[config.mk]
export PLATFORM = sky130hd
export DESIGN_NAME = line_render_sched_flat
export DESIGN_NICKNAME = d
export VERILOG_FILES = /design/src/rtl/ppu_pkg.sv /design/src/rtl/line_render_sched_if.sv /design/src/rtl/pipe_delay.sv /design/src/rtl/line_render_sched.sv /design/src/flat_wrapper.sv
export SDC_FILE = /design/constraint.sdc
export NUM_CORES = 1
export LEC_CHECK = 0
export ABC_CLOCK_PERIOD_IN_PS = 4400
export BUFFER_PORTS_ARGS = -buffer_cell sky130_fd_sc_hd__buf_2
export CELL_PAD_IN_SITES_DETAIL_PLACEMENT = 1
export CELL_PAD_IN_SITES_GLOBAL_PLACEMENT = 1
export CORE_MARGIN = 3
export CORE_UTILIZATION = 45
export DETAILED_ROUTE_END_ITERATION = 10
export HOLD_SLACK_MARGIN = 0.08
export PLACE_DENSITY = 0.83
export SLEW_MARGIN = 25
export SYNTH_ARGS = -nofsm -noshare
export SYNTH_HDL_FRONTEND = slang
export SYNTH_HIERARCHICAL = 1
export SYNTH_SLANG_ARGS = --single-unit
[constraint.sdc]
create_clock -name vga_clk -period 4.4 [get_ports vga_clk]
set_clock_uncertainty 0.1 [all_clocks]
set_input_delay 0.44 -clock vga_clk [delete_from_list [all_inputs] [get_ports vga_clk]]
set_output_delay 0.44 -clock vga_clk [all_outputs]
set_load 0.1 [all_outputs]
[src/rtl/ppu_pkg.sv]
// Shared PPU definitions: scheduler state encoding, default raster geometry
// and the saturating line_start counter helper.
package ppu_pkg;

  localparam int PPU_H_PIXELS   = 400;
  localparam int PPU_V_LINES    = 300;
  localparam int PPU_PIPE_DEPTH = 3;
  localparam int PPU_PRELOAD_Y  = 665;

  typedef enum logic [1:0] {
    FRAME_WAIT = 2'd0,
    RENDER     = 2'd1,
    DRAIN      = 2'd2,
    LINE_WAIT  = 2'd3
  } sched_state_t;

  // 2-bit counter that sticks at 3
  function automatic logic [1:0] sat_inc2(input logic [1:0] c, input logic inc);
    return (inc && c != 2'd3) ? c + 2'd1 : c;
  endfunction

endpackage

[src/rtl/line_render_sched_if.sv]
// Scan-side inputs and renderer/line-RAM outputs of the line render scheduler.
interface line_render_sched_if;
  logic        line_start;
  logic [10:0] counter_x;
  logic [9:0]  counter_y;
  logic [8:0]  scroll_x_in;
  logic [8:0]  scroll_y_in;
  logic        overrun_clr;
  logic [8:0]  work_x;
  logic [8:0]  work_y;
  logic [8:0]  work_x_scr;
  logic [8:0]  work_y_scr;
  logic        issue_en;
  logic        wr_en;
  logic [9:0]  wr_addr;
  logic        frame_done;
  logic        overrun;

  modport master (
    output line_start, counter_x, counter_y, scroll_x_in, scroll_y_in, overrun_clr,
    input  work_x, work_y, work_x_scr, work_y_scr, issue_en, wr_en, wr_addr,
           frame_done, overrun
  );

  modport slave (
    input  line_start, counter_x, counter_y, scroll_x_in, scroll_y_in, overrun_clr,
    output work_x, work_y, work_x_scr, work_y_scr, issue_en, wr_en, wr_addr,
           frame_done, overrun
  );
endinterface

[src/rtl/pipe_delay.sv]
// Fixed-latency shift register; async reset clears every stage so the
// delayed valid drops the moment reset asserts.
module pipe_delay #(
  parameter int WIDTH = 1,
  parameter int DEPTH = 1
) (
  input  logic             vga_clk,
  input  logic             rst_n,
  input  logic [WIDTH-1:0] d,
  output logic [WIDTH-1:0] q
);

  logic [DEPTH-1:0][WIDTH-1:0] sr;

  always_ff @(posedge vga_clk or negedge rst_n) begin
    if (!rst_n) begin
      sr <= '0;
    end else begin
      sr[0] <= d;
      for (int i = 1; i < DEPTH; i++) sr[i] <= sr[i-1];
    end
  end

  assign q = sr[DEPTH-1];

endmodule

[src/rtl/line_render_sched.sv]
// Paces background rendering against VGA scan: one render line per two
// scanlines into a double-banked line RAM, line 0 pre-rendered before frame start.
module line_render_sched
  import ppu_pkg::*;
#(
  parameter int H_PIXELS   = PPU_H_PIXELS,
  parameter int V_LINES    = PPU_V_LINES,
  parameter int PIPE_DEPTH = PPU_PIPE_DEPTH,
  parameter int PRELOAD_Y  = PPU_PRELOAD_Y
) (
  input logic                vga_clk,
  input logic                rst_n,
  line_render_sched_if.slave bus
);

  localparam int DCW = (PIPE_DEPTH > 1) ? $clog2(PIPE_DEPTH) : 1;

  sched_state_t   state, state_nxt;
  logic [8:0]     work_x, work_y, scroll_x_sh, scroll_y_sh;
  logic [1:0]     line_cnt, cnt_inc, cnt_nxt;
  logic [DCW-1:0] drain_cnt;
  logic           overrun_q, frame_done_q;
  logic           preload, line_last, drain_last, last_row;
  logic           advance, frame_end, ovr_set, issue_en;
  logic [10:0]    wr_q;

  assign preload    = (bus.counter_y == 10'(PRELOAD_Y)) && (bus.counter_x == '0);
  assign line_last  = (work_x == 9'(H_PIXELS - 1));
  assign drain_last = (drain_cnt == DCW'(PIPE_DEPTH - 1));
  assign last_row   = (work_y >= 9'(V_LINES - 1));
  assign cnt_inc    = sat_inc2(line_cnt, bus.line_start);
  assign issue_en   = (state == RENDER);
  // second scanline arrived before this line finished: scan is about to show stale data
  assign ovr_set    = (state == RENDER || state == DRAIN) && bus.line_start && cnt_inc[1];

  always_comb begin
    state_nxt = state;
    cnt_nxt   = line_cnt;
    advance   = 1'b0;
    frame_end = 1'b0;
    case (state)
      FRAME_WAIT: begin
        cnt_nxt = '0;
        if (preload) state_nxt = RENDER;
      end
      RENDER: begin
        cnt_nxt = cnt_inc;
        if (line_last) state_nxt = DRAIN;
      end
      DRAIN: begin
        cnt_nxt = cnt_inc;
        if (drain_last) begin
          if (cnt_inc[1]) advance = 1'b1;
          else            state_nxt = LINE_WAIT;
        end
      end
      LINE_WAIT: begin
        cnt_nxt = cnt_inc;
        advance = cnt_inc[1];
      end
      default: state_nxt = FRAME_WAIT;
    endcase
    if (advance) begin
      cnt_nxt = '0;
      if (last_row) begin
        state_nxt = FRAME_WAIT;
        frame_end = 1'b1;
      end else begin
        state_nxt = RENDER;
      end
    end
  end

  always_ff @(posedge vga_clk or negedge rst_n) begin
    if (!rst_n) begin
      state        <= FRAME_WAIT;
      line_cnt     <= '0;
      drain_cnt    <= '0;
      work_x       <= '0;
      work_y       <= '0;
      scroll_x_sh  <= '0;
      scroll_y_sh  <= '0;
      frame_done_q <= 1'b0;
      overrun_q    <= 1'b0;
    end else begin
      state        <= state_nxt;
      line_cnt     <= cnt_nxt;
      frame_done_q <= frame_end;
      drain_cnt    <= (state == DRAIN && !drain_last) ? drain_cnt + 1'b1 : '0;

      // scroll is frozen for the whole frame at the preload point
      if (state == FRAME_WAIT && preload) begin
        work_x      <= '0;
        work_y      <= '0;
        scroll_x_sh <= bus.scroll_x_in;
        scroll_y_sh <= bus.scroll_y_in;
      end else if (state == RENDER) begin
        work_x <= line_last ? '0 : work_x + 1'b1;
      end

      if (advance && !last_row) work_y <= work_y + 1'b1;

      if (ovr_set)              overrun_q <= 1'b1;
      else if (bus.overrun_clr) overrun_q <= 1'b0;
    end
  end

  // delayed coordinate lines up with renderer output, so no address math on the write side
  pipe_delay #(.WIDTH(11), .DEPTH(PIPE_DEPTH)) u_wr_dly (
    .vga_clk (vga_clk),
    .rst_n   (rst_n),
    .d       ({issue_en, work_y[0], work_x}),
    .q       (wr_q)
  );

  assign bus.wr_en      = wr_q[10];
  assign bus.wr_addr    = wr_q[9:0];
  assign bus.issue_en   = issue_en;
  assign bus.work_x     = work_x;
  assign bus.work_y     = work_y;
  assign bus.work_x_scr = work_x + scroll_x_sh;
  assign bus.work_y_scr = work_y + scroll_y_sh;
  assign bus.frame_done = frame_done_q;
  assign bus.overrun    = overrun_q;

endmodule

[src/flat_wrapper.sv]
// flat-port wrapper written by rule: the top's interface ports become plain ports
module line_render_sched_flat import ppu_pkg::*;
#(
  parameter int H_PIXELS   = PPU_H_PIXELS,
  parameter int V_LINES    = PPU_V_LINES,
  parameter int PIPE_DEPTH = PPU_PIPE_DEPTH,
  parameter int PRELOAD_Y  = PPU_PRELOAD_Y
)
  (vga_clk, rst_n, bus_line_start, bus_counter_x, bus_counter_y, bus_scroll_x_in, bus_scroll_y_in, bus_overrun_clr, bus_work_x, bus_work_y, bus_work_x_scr, bus_work_y_scr, bus_issue_en, bus_wr_en, bus_wr_addr, bus_frame_done, bus_overrun);
  line_render_sched_if bus_i ();
  input logic vga_clk;
  input logic rst_n;
  input wire logic [$bits(bus_i.line_start)-1:0] bus_line_start;
  input wire logic [$bits(bus_i.counter_x)-1:0] bus_counter_x;
  input wire logic [$bits(bus_i.counter_y)-1:0] bus_counter_y;
  input wire logic [$bits(bus_i.scroll_x_in)-1:0] bus_scroll_x_in;
  input wire logic [$bits(bus_i.scroll_y_in)-1:0] bus_scroll_y_in;
  input wire logic [$bits(bus_i.overrun_clr)-1:0] bus_overrun_clr;
  output wire logic [$bits(bus_i.work_x)-1:0] bus_work_x;
  output wire logic [$bits(bus_i.work_y)-1:0] bus_work_y;
  output wire logic [$bits(bus_i.work_x_scr)-1:0] bus_work_x_scr;
  output wire logic [$bits(bus_i.work_y_scr)-1:0] bus_work_y_scr;
  output wire logic [$bits(bus_i.issue_en)-1:0] bus_issue_en;
  output wire logic [$bits(bus_i.wr_en)-1:0] bus_wr_en;
  output wire logic [$bits(bus_i.wr_addr)-1:0] bus_wr_addr;
  output wire logic [$bits(bus_i.frame_done)-1:0] bus_frame_done;
  output wire logic [$bits(bus_i.overrun)-1:0] bus_overrun;
  assign bus_i.line_start = bus_line_start;
  assign bus_i.counter_x = bus_counter_x;
  assign bus_i.counter_y = bus_counter_y;
  assign bus_i.scroll_x_in = bus_scroll_x_in;
  assign bus_i.scroll_y_in = bus_scroll_y_in;
  assign bus_i.overrun_clr = bus_overrun_clr;
  assign bus_work_x = bus_i.work_x;
  assign bus_work_y = bus_i.work_y;
  assign bus_work_x_scr = bus_i.work_x_scr;
  assign bus_work_y_scr = bus_i.work_y_scr;
  assign bus_issue_en = bus_i.issue_en;
  assign bus_wr_en = bus_i.wr_en;
  assign bus_wr_addr = bus_i.wr_addr;
  assign bus_frame_done = bus_i.frame_done;
  assign bus_overrun = bus_i.overrun;
  line_render_sched #(.H_PIXELS(H_PIXELS), .V_LINES(V_LINES), .PIPE_DEPTH(PIPE_DEPTH), .PRELOAD_Y(PRELOAD_Y)) u_core (.vga_clk(vga_clk), .rst_n(rst_n), .bus(bus_i));
endmodule
==> flow_summary.toml, run 1 <==
[clocking]
cts_root_buf = "clkbuf_8"
tritoncts = "built"
numCtsBuffers = 9
clkTransAtPathRegs_ps = 90
cts_num_sinks = 77
clkLatencyLatePin_ps = 350
h-tree-depth = 3
cts_buffer_depth = 2

[timing]
worst_slew_pin_slew_ps = 686
finalCritPeriodShare_pct = 78.4
min_period_ps = 3450
hold_viol_final = 0
tns_ps = 0
max_slew_margin_pct = 54.3
fmax_mhz = 290
finalSetupViolations = 0
rsz0062_at_grt = "no"
finalMaxSlewViolations = 0

[yosys]
async_flop_share_pct = 100
yosys_warnings = 6
synthFlopType = "dfrtp_1"
synthCells = 319
syn_area_sq_um = 3750
synth_edf_count = 0
yosysSeqAreaShare_pct = 51.4
synth_nets = 389
avgSynthCellArea_sq_um = 11.8
yosys_register_bits = 77
synth_cell_types = 45

[drt]
ant_nets = 0
dr.pass1.iters = 4
drc = 0
wl_mm = 8.97
drtIter0Drc = 73
viasPerCell = 5.46
num_vias = 2822
wl_per_cell_um = 17.4

[floorplan]
die_y_um = 97.3
design.die.area_sq_um = 9460
io_pins = 93
die_x_um = 97.3
fp-row-count = 32
core_region_area_sq_um = 7890
start_util_pct = 47.5

[placement]
gp_congestion = 0.830
port_buffers = 92
hpwlAfterDp_mm = 6.50
dp.cells = 500

[global_routing]
antenna_found_initial = 0
overflow = 0
grt_max_degree = 78
grt_pass1_vias = 3024
grt_util_all_layers_pct = 19.5
grt_pass1_wl_mm = 15.1

[pwr]
leakage_nw = 2.37
power.total_mw = 2.96
power.density_nw_per_um2 = 665
ir_drop_mv = 0.477

[min_path]
min_path_type = "in -> reg"

[worst_setup_path]
cp_data_arrival_time_ps = 2910
path_buf_inv = 1
cpPeakStageDelay_ps = 450
path_cells = "ha_1 > fa_1 > a21o_1 > a211oi_1 > nor2_1 > o41ai_1 > xnor2_1 > buf_2"
cp_max_fo = 7
crit_slowest_cell = "dfrtp_1"
start_kind = "register"
critPathRequiredTime_ps = 3860
crit_family = "compound AO/OA/AOI/OAI gates"
crit_path_end_kind = "output pin"
path_class = "reg -> out"

[layout]
nets = 480
finalNonFillerCells = 517
diodes = 0
synthToLayoutAreaGrowth_pct = 18.6
layout-drive-gt1-share_pct = 34.9

[run]
max-cap-violations = 0

[status]
status = "complete, no violations"
## per-stage QoR
stage          area, sq um  util [%]  hold WS, ps  setup slack [ps]
2_1_floorplan         3750         -         44.4               346
3_3_place_gp          4250      53.8          233              1360
3_5_place_dp          4250      53.8          236              1330
4_1_cts               4430      56.2          156               928
5_1_grt               4450      56.4          177               763
6_report              4450      56.4          162               950
## registers in the layout (all words and copies together), names as in the netlist
signal / cells
u_core/u_wr_dly/q: 11
u_core/bus.overrun: 1
u_core/bus.work_y: 9
u_core/bus.frame_done: 1
u_core/u_wr_dly/sr: 22
u_core/line_cnt: 2
u_core/scroll_x_sh: 9
u_core/state: 2
u_core/scroll_y_sh: 9
u_core/drain_cnt: 2
u_core/bus.work_x: 9
## cell usage after synthesis (all sizes together), types with 2 or more instances
cell | count | area, sq um
nor3 | 11 | 55.1
ha | 25 | 313
buf | 14 | 109
inv | 5 | 18.8
clkbuf | 2 | 7.51
nand2 | 14 | 52.6
xnor2 | 12 | 105
mux2 | 21 | 236
nor3b | 4 | 30.0
a211o | 6 | 53.8
or3 | 2 | 12.5
nand3 | 9 | 45.0
mux2i | 3 | 30.0
nand2b | 3 | 18.8
dfrtp | 77 | 1930
xor2 | 8 | 70.1
nor2 | 28 | 113
and4 | 2 | 17.5
and3 | 6 | 41.3
nor4bb | 2 | 20.0
a211oi | 7 | 65.1
a21o | 5 | 38.8
o41ai | 3 | 26.3
o21ai | 13 | 65.1
fa | 2 | 40.0
a21oi | 13 | 65.1
a22o | 3 | 30.0
nor2b | 3 | 18.8
o31ai | 2 | 15.0
nor4 | 5 | 31.3
## cells by family after synthesis
logic type / count (synthesis) / share of synthesized area, %
flops: 77 / 51.4
xor+xnor: 20 / 4.67
simple gates: 93 / 13.0
buf+inv: 21 / 3.60
mux: 24 / 7.11
fa+ha+maj: 27 / 9.41
compound gates: 57 / 10.8
## cell type report
type                       instances  area (sq um)
fill                             881          3440
sequential                        77          1930
multi-input combinational        221          1690
timing repair buffer              96           499
tap                              102           128
clock buffer                       9           124
clock inverter                     7          63.8
inverter                           5          18.8
## routing by layer
layer  track usage (%)  vias to the layer above  wire length, um  share of wire, %
li1                  -                     1318                -                 -
met1              24.1                     1431             3810                42
met2              34.1                       61             4640                52
met3              5.03                       12              393               4.4
met4              5.11                        0              124               1.4
met5                 0                        -                0                 0
## worst register-to-register path, cell delays in order, from the launching register on
cell and delay, ps:
dfrtp_1 480, ha_1 290, a211o_1 290, a2111o_1 500, a211oi_4 450, nor2_4 130, a211o_1 350
## final timing paths
path | start | endpoint | slack [ps] | cells past startpoint
max | u_core/bus.work_x[0]$_DFFE_PN0P_ | bus_work_x_scr[8] | 950 | 8
min | bus_overrun_clr | u_core/bus.overrun$_DFFE_PN0P_ | 160 | 2
max reg2reg | u_core/bus.work_y[1]$_DFFE_PN0P_ | u_core/bus.work_y[2]$_DFFE_PN0P_ | 1690 | 6
min reg2reg | u_core/u_wr_dly/sr[15]$_DFF_PN0_ | u_core/u_wr_dly/q[4]$_DFF_PN0_ | 240 | 0
max in group asynchronous | rst_n | u_core/scroll_y_sh[0]$_DFFE_PN0P_ | 3160 | 2
min in group asynchronous | rst_n | u_core/u_wr_dly/q[7]$_DFF_PN0_ | 570 | 2
## cell usage in the layout, fill, tap and decap left out, types with 4 or more instances in the layout
cell	n
a21o_1	4
nor3b_1	4
nand2_1	14
ha_1	25
buf_2	91
a211oi_1	6
inv_1	5
nor4_1	5
o21ai_0	13
clkbuf_8	9
dfrtp_1	77
mux2_2	21
xor2_1	8
a211o_1	5
nor2_1	27
xnor2_1	12
nand3_1	9
a21oi_1	13
nor3_1	11
## repair_timing
action / 4_1_cts / 5_1_grt
hold buffers: 0 / 1
setup endpoints to repair: 0 / 0
resized for setup: 0 / 0
setup buffers: 0 / 0
hold endpoints to repair: 0 / 75
## power breakdown
group / leakage [nW] / total, mW / internal (mW) / switching, mW
Sequential: 1.01 / 1.00 / 0.867 / 0.136
Combinational: 1.27 / 1.44 / 0.283 / 1.16
Clock: 0.0903 / 0.516 / 0.218 / 0.298
Total: 2.37 / 2.96 / 1.37 / 1.59
Note: power is estimated with default switching activity, not from simulation.
==> run 2, diff against run 1 <==
Settings changed: ABC_CLOCK_PERIOD_IN_PS 4400 to 3000, CORE_UTILIZATION 45 to 38, PLACE_DENSITY 0.83 to 0.75.
Clock period 4.4 ns to 3 ns, I/O delays scaled along.
==> flow_summary.toml, run 2 (synthesis gave the netlist of run 1 again) <==
[drt]
dr.pass1.iters = 5
wl_per_cell_um = 16.3
num_vias = 2870
viasPerCell = 5.05
ant_nets = 0
drc = 0
wl_mm = 9.28
drtIter0Drc = 126

[placement]
hpwlAfterDp_mm = 6.70
gp_congestion = 0.808
placed_cell_area_sq_um = 4530
dp.cells = 530
port_buffers = 92

[timing]
finalSetupViolations = 0
tns_ps = 0
max_slew_margin_pct = 54.3
finalCritPeriodShare_pct = 98.3
rsz0062_at_grt = "yes"
holdWs_ps = 111
worst_slew_pin_slew_ps = 686
min_period_ps = 2950
hold_viol_final = 0
finalMaxSlewViolations = 0
fmax_mhz = 339

[pwr]
p_seq_share_pct = 33.0
pwr-share-clk_pct = 16.1
combPwrFrac_pct = 50.8
power.density_nw_per_um2 = 888
switching_share_pct = 52.9
intPower_mw = 2.07
p_sw_mw = 2.32
ir_drop_mv = 0.413
leakage_nw = 2.64

[worst_setup_path]
cp_data_arrival_time_ps = 2550
path_class = "reg -> out"
crit_path_end_kind = "output pin"
rrSetupSlack_ps = 300
path_cells = "ha_2 > fa_2 > a21o_1 > a211oi_2 > nor2_1 > o41ai_2 > buf_4 > xnor2_4 > buf_12"
ff2ff_path_depth = 7
crit_slowest_cell = "dfrtp_2"
r2r_start = "u_core/bus.work_y[0]$_DFFE_PN0P_"
timing.rr.end = "u_core/bus.work_y[2]$_DFFE_PN0P_"
cpPeakStageDelay_ps = 420
crit_family = "compound AO/OA/AOI/OAI gates"
critPathRequiredTime_ps = 2600
cp_max_fo = 2
path_buf_inv = 2
startpoint = "u_core/bus.work_x[0]$_DFFE_PN0P_"
start_kind = "register"

[clocking]
tritoncts = "built"
cts_buffer_depth = 2
clkLatencyLatePin_ps = 350
cts_root_buf = "clkbuf_8"
numCtsBuffers = 9
cts_num_sinks = 77
h-tree-depth = 3
clkTransAtPathRegs_ps = 90

[floorplan]
start_util_pct = 39.8
core_region_area_sq_um = 9420
die_x_um = 105
io_pins = 93
fp-row-count = 35
die_y_um = 105
design.die.area_sq_um = 11100

[layout]
final_util_pct = 52.6
largest_reg_flops = 22
nets = 504
finalNonFillerCells = 568
synthToLayoutAreaGrowth_pct = 32.1
diodes = 0
final_area_sq_um = 4950
layout-drive-gt1-share_pct = 41.0
regMostFlops = "u_core/u_wr_dly/sr"
final_common_cell = "buf_2"
final_cell_mix = "buf_2, dfrtp_1, nor2_1"
n_fill_cell = 1034

[global_routing]
grt_pass1_wl_mm = 15.6
grt_util_all_layers_pct = 17.7
use_met2_pct = 30.7
grt_pass1_vias = 3130
gr-usage-met3_pct = 4.53
grt_max_degree = 78
busiest_layer = "met2"
met1_usage_pct = 22.0
antenna_found_initial = 0
overflow = 0

[min_path]
hold_depth = 2
min_path_type = "in -> reg"
hold_start = "bus_scroll_y_in[7]"
hold_path_end = "u_core/scroll_y_sh[7]$_DFFE_PN0P_"

[status]
status = "complete, no violations"

[run]
max-cap-violations = 0
run 2: cell count changes in the layout (fill, tap and decap cells not counted), moves of 6 or more:
cell,previous run,this run
buf_4,3,11
buf_2,91,85
dlygate4sd3_1,1,17
buf_12,0,6
xnor2_2,0,10
xnor2_1,12,0
run 2: worst register-to-register path, delay by kind of cell (launching register included):
kind	cells	cell delay, ps
flip-flops	1	430
buffers and inverters	1	140
adder cells (fa/ha/maj)	1	240
AND/OR/NAND/NOR	1	120
AO/OA/AOI/OAI	4	1570
run 2: worst max-delay path by stage:
| stage | cells after the start | slack, ps | to |
|---|---|---|---|
| global route | 9 | -80 | bus_work_x_scr[8] |
| CTS | 9 | -30 | bus_work_x_scr[8] |
| floorplan | 6 | -180 | bus_work_y_scr[8] |
| global placement | 9 | 280 | bus_work_x_scr[8] |
| detailed placement | 9 | 210 | bus_work_x_scr[8] |
| finish | 9 | 50 | bus_work_x_scr[8] |
run 2: final cells by class:
type	instances	area [sq um]	share of cell area, %
inverter	5	18.8	0.379
sequential	77	1930	39.0
timing repair buffer	120	810	16.3
clock buffer	10	128	2.58
clock inverter	6	45.0	0.909
multi-input combinational	221	1860	37.5
tap	129	161	3.26
run 2: timing repair:
action,in CTS,in global routing
gates resized for setup,6,2
buffers inserted,1,4
setup endpoints to repair,5,4
endpoints found under the hold margin,93,0
gates cloned,0,0
pin swaps,0,3
hold buffers,17,0
run 2: metal layers:
metal  vias to the layer above  wire, um
met3                         5       411
met5                         -         0
met1                      1441      3860
li1                       1364         -
met2                        60      4950
met4                         0        59
run 2: power by group through the flow:
stage / Sequential (mW) / Clock (mW) / Combinational (mW)
2_1_floorplan: 1.87 / 0 / 1.43
6_report: 1.45 / 0.710 / 2.24
3_3_place_gp: 1.47 / 0 / 2.12
5_1_grt: 1.49 / 0.785 / 2.36
3_5_place_dp: 1.49 / 0 / 2.16
4_1_cts: 1.46 / 0.735 / 2.22
run 2: stage by stage:
| step | worst slack [ps] | total power, mW |
|---|---|---|
| finish | 51.8 | 4.40 |
| global route | -79.1 | 4.64 |
| CTS | -34.3 | 4.41 |
| detailed placement | 214 | 3.65 |
| global placement | 280 | 3.58 |
| floorplan | -177 | 3.30 |
